--- config.mk ---
export PLATFORM = sky130hd
export DESIGN_NAME = bin2bcd_seq
export DESIGN_NICKNAME = d
export VERILOG_FILES = /design/src/rtl/bin2bcd_seq_pkg.sv /design/src/rtl/bcd_add3.sv /design/src/rtl/bin2bcd_seq.sv
export SDC_FILE = /design/constraint.sdc
export NUM_CORES = 1
export LEC_CHECK = 0
export ABC_AREA = 1
export CELL_PAD_IN_SITES_DETAIL_PLACEMENT = 1
export CELL_PAD_IN_SITES_GLOBAL_PLACEMENT = 2
export CORE_MARGIN = 2
export CORE_UTILIZATION = 34
export DETAILED_ROUTE_END_ITERATION = 10
export PLACE_DENSITY = 0.81
export SLEW_MARGIN = 10
export SYNTH_ARGS = -nofsm -noshare
export SYNTH_HDL_FRONTEND = slang
export SYNTH_SLANG_ARGS = --single-unit
--- constraint.sdc ---
create_clock -name clk -period 2.3 [get_ports clk]
set_clock_uncertainty 0.05 [all_clocks]
set_input_delay 0.575 -clock clk [delete_from_list [all_inputs] [get_ports clk]]
set_output_delay 0.575 -clock clk [all_outputs]
set_load 0.1 [all_outputs]
--- src/rtl/bin2bcd_seq_pkg.sv ---
// Shared constants for the sequential double-dabble converter.
// Macro BIN2BCD_BLANK_EN (used by the top) selects leading-zero blanking.
package bin2bcd_seq_pkg;

  localparam logic [1:0] S_IDLE  = 2'd0;
  localparam logic [1:0] S_SHIFT = 2'd1;
  localparam logic [1:0] S_DONE  = 2'd2;

  localparam logic [3:0] ADD3_THRESH = 4'd5;
  localparam logic [3:0] BLANK_CODE  = 4'hF;

  // Decimal digits needed to hold 2^w-1.
  function automatic int bcd_digits(input int w);
    longint unsigned lim;
    int n;
    lim = (64'd1 << w) - 64'd1;
    n = 1;
    for (int i = 0; i < 20; i++) begin
      if (lim > 64'd9) begin
        lim = lim / 64'd10;
        n++;
      end
    end
    return n;
  endfunction

endpackage

--- src/rtl/bcd_add3.sv ---
// Double-dabble digit correction: adds 3 when the digit is >= 5.
// Ports: d (4-bit digit in), q (corrected digit out).
module bcd_add3
  import bin2bcd_seq_pkg::*;
(
  input  logic [3:0] d,
  output logic [3:0] q
);

  always_comb begin
    q = d;
    if (d >= ADD3_THRESH) q = d + 4'd3;
  end

endmodule

--- src/rtl/bin2bcd_seq.sv ---
// Sequential binary-to-BCD converter, one input bit per clock.
// Ports: clk, rst (async high), in_valid/in_ready/bin input handshake,
// out_valid/out_ready/bcd result handshake, busy while shifting.
// Macro BIN2BCD_BLANK_EN: replace leading zero digits with 4'hF.
module bin2bcd_seq
  import bin2bcd_seq_pkg::*;
#(
  parameter int W      = 8,
  parameter int DIGITS = 3
) (
  input  logic                clk,
  input  logic                rst,
  input  logic                in_valid,
  output logic                in_ready,
  input  logic [W-1:0]        bin,
  output logic                out_valid,
  input  logic                out_ready,
  output logic [4*DIGITS-1:0] bcd,
  output logic                busy
);

  localparam int BW = 4 * DIGITS;
  localparam int CW = $clog2(W + 1);

  generate
    if (DIGITS < bcd_digits(W)) begin : g_bad_digits
      $error("bin2bcd_seq: DIGITS too small for W");
    end
  endgenerate

  logic [1:0]    state;
  logic [W-1:0]  binreg;
  logic [BW-1:0] digits;
  logic [BW-1:0] adj;
  logic [BW-1:0] nxt_digits;
  logic [BW-1:0] res;
  logic [BW-1:0] bcd_q;
  logic [CW-1:0] cnt;

  generate
    for (genvar i = 0; i < DIGITS; i++) begin : g_add3
      bcd_add3 u_add3 (
        .d (digits[4*i +: 4]),
        .q (adj[4*i +: 4])
      );
    end
  endgenerate

  // Top bit of the corrected digits falls off; it is always zero
  // because DIGITS covers the full input range.
  assign nxt_digits = {adj[BW-2:0], binreg[W-1]};

  always_comb begin
`ifdef BIN2BCD_BLANK_EN
    logic lead;
    lead = 1'b1;
`endif
    res = nxt_digits;
`ifdef BIN2BCD_BLANK_EN
    for (int i = DIGITS - 1; i > 0; i--) begin
      if (lead && (res[4*i +: 4] == 4'd0)) begin
        res[4*i +: 4] = BLANK_CODE;
      end else begin
        lead = 1'b0;
      end
    end
`endif
  end

  always_ff @(posedge clk or posedge rst) begin
    if (rst) begin
      state  <= S_IDLE;
      binreg <= '0;
      digits <= '0;
      cnt    <= '0;
      bcd_q  <= '0;
    end else begin
      unique case (1'b1)
        (state == S_IDLE): begin
          if (in_valid) begin
            binreg <= bin;
            digits <= '0;
            cnt    <= CW'(W);
            state  <= S_SHIFT;
          end
        end
        (state == S_SHIFT): begin
          digits <= nxt_digits;
          binreg <= {binreg[W-2:0], 1'b0};
          cnt    <= cnt - CW'(1);
          // Only the finished value reaches bcd.
          if (cnt == CW'(1)) begin
            bcd_q <= res;
            state <= S_DONE;
          end
        end
        (state == S_DONE): begin
          if (out_ready) state <= S_IDLE;
        end
        default: state <= S_IDLE;
      endcase
    end
  end

  assign in_ready  = (state == S_IDLE);
  assign busy      = (state == S_SHIFT);
  assign out_valid = (state == S_DONE);
  assign bcd       = bcd_q;

endmodule

## Word level (Yosys, flattened, before mapping)

Index checks and enable logic that the tools add are counted.

- Register bits after elaboration: 38
- Bits in latches: 0
- Bits in writable memories: 0
- Memory bits (read-only): 0
- Bits of input ports: 12
- Memories kept: 0

- Add/subtract/negate cells: 4
- Multipliers: 0
- Divide/modulo/power cells: 0
- $lt $le $gt $ge: 3
- Equal/unequal tests: 6
- Shift operators: 0
- Multiplexer cells: 13
- Bitwise logic cells: 0
- Reduce and logical (&&, ||, !) cells: 5

Operators with widths:

| operator | number |
|---|---|
| $pmux W12 S2 | 1 |
| $pmux W8 S2 | 1 |
| $ge A4 B3 Y1 const B | 3 |
| $mux W12 | 1 |
| $mux W4 | 3 |
| $add A4 B2 Y4 const B | 2 |
| $mux W8 | 1 |
| $pmux W4 S2 | 1 |
| $mux W2 | 3 |
| $pmux W2 S3 | 1 |
| $eq A4 B1 Y1 const B | 1 |
| $ne A2 B1 Y1 const B | 2 |
| $reduce_and A2 Y1 | 2 |
| $sub A4 B1 Y4 const B | 1 |
| $add A3 B2 Y3 const B | 1 |
| $mux W3 | 1 |
| $reduce_and A3 Y1 | 1 |
| $eq A2 B1 Y1 const B | 1 |
| $eq A2 B2 Y1 const B | 1 |
| $logic_not A2 Y1 | 1 |
| $ne A2 B2 Y1 const B | 1 |
| $reduce_bool A2 Y1 | 1 |

## Longest topological paths before layout

Gate-level depths: netlist of the first run.

- Depth after elaboration: 3
- Gate-level depth with buffers: 8
- Gate-level depth less buffers: 8

## Cells and area by module

Synthesis of the first run repeated with hierarchy kept, for this count alone.

- Cell total of the unflattened synthesis: 257
- Area, all modules: 2069.5 um^2

By module, submodules not included:

| module | instances | cells an instance | area an instance (um^2) | seq. area each (um^2) |
|---|---|---|---|---|
| bin2bcd_seq | 1 | 188 | 1664.1 | 950.9 |
| bcd_add3 | 3 | 23 | 135.1 | 0.0 |

## Least setup slack after synthesis of the first run

No wires, ideal clock.

- Path type: reg-to-output
- From: reg state[0]
- To: out out_valid
- Data arrival time: 1.705 ns
- Path slack: -0.030 ns
- Stages on the path, launching flop included: 2
- Buffers on the path: 0
- Cells stage by stage: dfrtp_1 nor2_1

- Cells in the longest elaborated chain, start to end: 1

Ends and longest elaborated chain:

| item | RTL line | text |
|---|---|---|
| start: declaration | bin2bcd_seq.sv:31 | `logic [1:0] state;` |
| start signal: assignment | bin2bcd_seq.sv:72 | `state <= S_IDLE;` |
| start signal: assignment | bin2bcd_seq.sv:84 | `state <= S_SHIFT;` |
| start signal: assignment | bin2bcd_seq.sv:94 | `state <= S_DONE;` |
| $eq A2 B2 Y1 | bin2bcd_seq.sv:107 | `assign out_valid = (state == S_DONE);` |
| end: declaration | bin2bcd_seq.sv:16 | `output logic out_valid,` |

Every way passes these cells.

## Worst setup path in the final report of the first run

- From: reg state[0]
- To: out busy

- Cells in the longest elaborated chain, start to end: 1

Ends and longest elaborated chain:

| item | RTL line | text |
|---|---|---|
| $eq A2 B1 Y1 | bin2bcd_seq.sv:106 | `assign busy = (state == S_SHIFT);` |
| end: declaration | bin2bcd_seq.sv:19 | `output logic busy` |

Every way passes these cells.

==> impl_metrics.json, run 1 <==
{
  "fin_nets": 271,
  "worstSetupEndpointType": "primary output",
  "wl_um": 4290,
  "hold_violations": 0,
  "ys_ff_latch": 38,
  "slew_violations": 0,
  "fmax_ghz": 0.544,
  "cts_buffers": 5,
  "fin_ws_ns": 0.461,
  "path_buf_inv": 2,
  "num_antenna_cells": 0,
  "place_area_mm2": 0.00219,
  "wl_per_cell_um": 13.4,
  "ys_warn_count": 0,
  "grtUsageTotal_pct": 16.4,
  "antenna_found_initial": 0,
  "drt_iter0_drc": 53,
  "clk_latency_ns": 0.29,
  "antenna_left": 0,
  "cts_setup_buffers": 0,
  "netlist_instances": 220,
  "grt_pass1_wl_um": 7740,
  "postLayoutCellArea_mm2": 0.00227,
  "outcome": "completed",
  "num-fill-cells": 627,
  "rows": 26,
  "dpl.hpwl_um": 2990,
  "cts_resized": 0,
  "crit_chain": "inv_1, nor2_2, buf_12",
  "crit_fanout": 5,
  "hold_buffers": 0,
  "num_vias": 1534,
  "wl_met3_um": 179,
  "grt_pass1_vias": 1653,
  "ios": 27,
  "r2r_slack_ns": 0.70,
  "rsz0062_at_grt": "no",
  "seq_area_frac_synth_pct": 51.2,
  "required_ns": 1.67,
  "numPortBuffers": 26,
  "setup_viol": 0,
  "fin_crit_ns": 1.84,
  "gp_congestion": 0.746,
  "maxSlewHeadroom_pct": 66.6,
  "core_region_area_mm2": 0.00517,
  "syn_to_final_growth_pct": 22.3,
  "clock_sinks": 38,
  "cts_tree": "built",
  "drv_cap": 0,
  "syn_nets": 240,
  "initial_core_util_pct": 35.9,
  "chipWidth_um": 77.9,
  "root_buffer": "clkbuf_8",
  "syn-cell-area_mm2": 0.00186,
  "ctsLongestPathBuffers": 2,
  "overflow": 0,
  "die_y_um": 77.9,
  "drt-pass1-iter-count": 4,
  "worst_setup_path_start_kind": "register",
  "wl_met2_um": 1960,
  "grt_max_degree": 39,
  "synthDistinctLibCells": 21,
  "hp-class": "register to register",
  "fin_tns_setup_ns": 0,
  "crit_path_max_incr_delay_ns": 0.49,
  "highest_layer": "met4",
  "tightest_slew_ns": 0.502,
  "htreeDepth": 2,
  "fin_crit_sh_pct": 80.0,
  "dp_slack_ns": 0.423,
  "fin_hold_ws_ns": 0.421,
  "path_clk_slew_ns": 0.07,
  "fp.dieArea_mm2": 0.00606,
  "routed_via_density": 4.78,
  "wl_met1_um": 2080,
  "synth.avg_cell_area_um2": 8.43,
  "worstPathArrival_ns": 1.21,
  "critPathTopFamily": "flip-flops",
  "drive_gt1_share_pct": 13.1,
  "cp_slowest_cell": "dfrtp_1",
  "drcViolationCount": 0,
  "crit_type": "register to primary output"
}
==> cells in the mapped netlist <==
cell type	count	share of area [%]
ha_1	8	5.4
o22ai_1	6	2.0
o21ai_1	1	0.27
nand2_1	80	16
buf_4	2	0.81
inv_2	3	0.61
nor2_8	1	1.1
nand2_4	2	1.2
nor2_1	6	1.2
buf_2	1	0.27
inv_1	19	3.8
buf_6	1	0.61
o211ai_1	1	0.40
nand4_1	6	2.0
o21ai_2	1	0.47
o31ai_1	1	0.40
nor2_2	2	0.67
nand3_1	29	7.8
dfrtp_1	38	51
o21ai_0	11	3.0
xnor2_1	1	0.47
==> through the flow <==
step	utilization, %	instances
floorplan	-	220
global placement	42.4	314
detailed placement	42.4	314
CTS	43.9	321
global route	43.9	321
finish	43.9	321
==> worst min-delay path: cells and delay by family (launching register included) <==
kind	cells	cell delay, ns
flip-flops	1	0.34
AND/OR/NAND/NOR	2	0.09
==> state kept, by name (all words and copies together) (netlist names) <==
| name | count |
|---|---|
| binreg | 8 |
| cnt | 4 |
| digits | 12 |
| bcd | 12 |
| state | 2 |
==> worst paths after layout <==
| check | startpoint | end | depth (start not counted) |
|---|---|---|---|
| min reg2reg | binreg[0] | binreg[0] | 2 |
| min | binreg[0] | binreg[0] | 2 |
| max | state[0] | busy | 3 |
| max reg2reg | cnt[1] | bcd[3] | 7 |
| min in group asynchronous | rst | digits[9] | 3 |
| max in group asynchronous | rst | bcd[10] | 3 |
==> cell usage in the layout (no fill, tap or decap) <==
cell type | Yosys | final
buf_12 | 0 | 3
buf_4 | 2 | 14
clkbuf_1 | 0 | 2
clkbuf_8 | 0 | 5
clkdlybuf4s50_1 | 0 | 11
dfrtp_1 | 38 | 38
ha_1 | 8 | 8
inv_1 | 19 | 19
inv_2 | 3 | 3
nand2_1 | 80 | 80
nand2_4 | 2 | 2
nand3_1 | 29 | 29
nand4_1 | 6 | 6
nor2_1 | 6 | 4
nor2_2 | 2 | 4
nor2_8 | 1 | 1
o211ai_1 | 1 | 1
o21ai_0 | 11 | 11
o21ai_1 | 1 | 1
o21ai_2 | 1 | 1
o22ai_1 | 6 | 6
o31ai_1 | 1 | 1
xnor2_1 | 1 | 1
==> area by class of cell <==
class	instances	area, um^2	area share (%)
multi-input cells	156	796	35.1
clock buffers	7	76.3	3.36
flip-flops and latches	38	951	41.9
repair buffers	28	275	12.1
inverters	22	82.6	3.64
well taps	70	87.6	3.86
==> cell families (layout without fill, tap and decap cells) <==
group / count (synthesis) / after routing / synth area share, %
buffers and inverters: 26 / 57 / 6.14
adder cells (fa/ha/maj): 8 / 8 / 5.39
AO/OA/AOI/OAI: 21 / 21 / 6.54
AND/OR/NAND/NOR: 126 / 126 / 30.2
XOR/XNOR: 1 / 1 / 0.472
flip-flops: 38 / 38 / 51.2
==> metal layers <==
metal / vias up / track usage, %
li1: 778 / -
met1: 721 / 21.0
met2: 28 / 26.8
met3: 7 / 3.84
met4: 0 / 6.43
met5: - / 0
Power of run 1 is left out: the tool's default activity adds up to more than one toggle a clock period on the data nets, which glitch-free logic cannot reach.
==> inputs of run 2 (changes only) <==
CORE_UTILIZATION = 29   (was 34)
PLACE_DENSITY = 0.73   (was 0.81)
clock period = 1.6 ns   (was 2.3 ns; I/O delays follow)
==> impl_metrics.json, run 2 (same netlist as run 1, synthesis figures left out) <==
{
  "postLayoutCellArea_mm2": 0.00260,
  "gp_congestion": 0.821,
  "clk_latency_ns": 0.29,
  "initial_core_util_pct": 29.6,
  "wl_um": 4640,
  "tightest_slew_ns": 0.326,
  "fp.dieArea_mm2": 0.00705,
  "slew_violations": 0,
  "grt_pass1_wl_um": 8050,
  "drcViolationCount": 0,
  "ctsLongestPathBuffers": 2,
  "r2r_end": "cnt[3]",
  "grtUsageTotal_pct": 14.4,
  "layout_commonest_cell": "nand2_1",
  "crit_path_max_incr_delay_ns": 0.47,
  "htreeDepth": 2,
  "required_ns": 1.15,
  "worstPathArrival_ns": 1.14,
  "drt-pass1-iter-count": 4,
  "setup_viol": 0,
  "antenna_found_initial": 0,
  "crit_type": "register to primary output",
  "hp-class": "input port to asynchronous set/reset pin",
  "grt_pass1_vias": 1653,
  "numPortBuffers": 26,
  "place_area_mm2": 0.00244,
  "crit_chain": "nor2_4, buf_12",
  "root_buffer": "clkbuf_8",
  "rows": 29,
  "core_region_area_mm2": 0.00628,
  "chipWidth_um": 84.0,
  "clock_sinks": 38,
  "cts_buffers": 5,
  "cp_slowest_cell": "dfrtp_2",
  "ios": 27,
  "fin_tns_setup_ns": 0,
  "r2r_slack_ns": 0.10,
  "fin_nets": 286,
  "num_vias": 1610,
  "final_cell_mix": "nand2_1, dfrtp_1, nand3_1",
  "wl_per_cell_um": 13.5,
  "worst_setup_path_start_kind": "register",
  "outcome": "completed",
  "fmax_ghz": 0.630,
  "fin_crit_sh_pct": 99.1,
  "drt_iter0_drc": 22,
  "hold_violations": 0,
  "drive_gt1_share_pct": 19.9,
  "cts_tree": "built",
  "path_clk_slew_ns": 0.08,
  "dpl.hpwl_um": 3340,
  "antenna_left": 0,
  "num_antenna_cells": 0,
  "worstSetupEndpointType": "primary output",
  "hold_buffers": 0,
  "rsz0062_at_grt": "yes",
  "fin_hold_ws_ns": 0.410,
  "crit_fanout": 3,
  "overflow": 0,
  "drv_cap": 0,
  "fin_crit_ns": 1.59,
  "worstRegToRegCells": 7,
  "maxSlewHeadroom_pct": 78.0,
  "placed_cells": 331,
  "die_y_um": 84.0,
  "final_cells": 344,
  "rr_startpoint": "state[1]",
  "syn_to_final_growth_pct": 40.1,
  "routed_via_density": 4.68,
  "grt_max_degree": 39
}
==> run 2: cell types whose count changed in the layout (fill, tap and decap cells not counted), sizes merged <==
cell / previous run / this run
buf: 17 / 32
clkinv: 0 / 1
==> run 2: worst max path at each step <==
stage               startpoint         to  slack [ns]  depth (start not counted)
floorplan             state[0]  out_valid       -0.11                          1
global placement      in_valid  digits[2]        0.04                          7
detailed placement    in_valid  binreg[3]       -0.01                          7
CTS                   state[1]       busy      -0.001                          2
global route          state[0]   in_ready       -0.01                          3
finish                state[1]       busy        0.01                          2
==> run 2: stage by stage <==
stage                     worst slack, ns  utilization, %
after floorplan                    -0.110               -
after global placement             0.0399            38.8
after detailed placement          -0.0144            38.8
after CTS                        -0.00128            40.7
after global routing              -0.0114            41.4
final                              0.0136            41.4
==> run 2: metal layers <==
| metal | vias up | track usage, % | routed length (um) |
|---|---|---|---|
| met3 | 2 | 3.76 | 130 |
| met4 | 0 | 3.96 | 24 |
| met2 | 25 | 23.6 | 2280 |
| met1 | 779 | 18.8 | 2210 |
| met5 | - | 0 | 0 |
| li1 | 804 | - | - |
==> run 2: repair_timing <==
item | in CTS | in global routing
hold endpoints to repair | 0 | 0
buffers inserted | 1 | 4
pin swaps | 0 | 2
resized for setup | 5 | 3
setup endpoints to repair | 3 | 8
==> run 2: layout make-up <==
cell class / instances / area, um^2
Tap cell: 77 / 96.3
Clock buffer: 7 / 86.3
Multi-Input combinational cell: 156 / 821
Inverter: 22 / 85.1
Timing Repair Buffer: 43 / 554
Clock inverter: 1 / 5.00
Fill cell: 757 / 3680
Sequential cell: 38 / 952
==> run 2: critical path: cells and delay by family, from the launching register on <==
family,cells,cell delay [ns]
DFF,1,0.47
buffers and inverters,1,0.20
and+or+nand+nor,1,0.18
Power of run 2 is left out for the same reason.
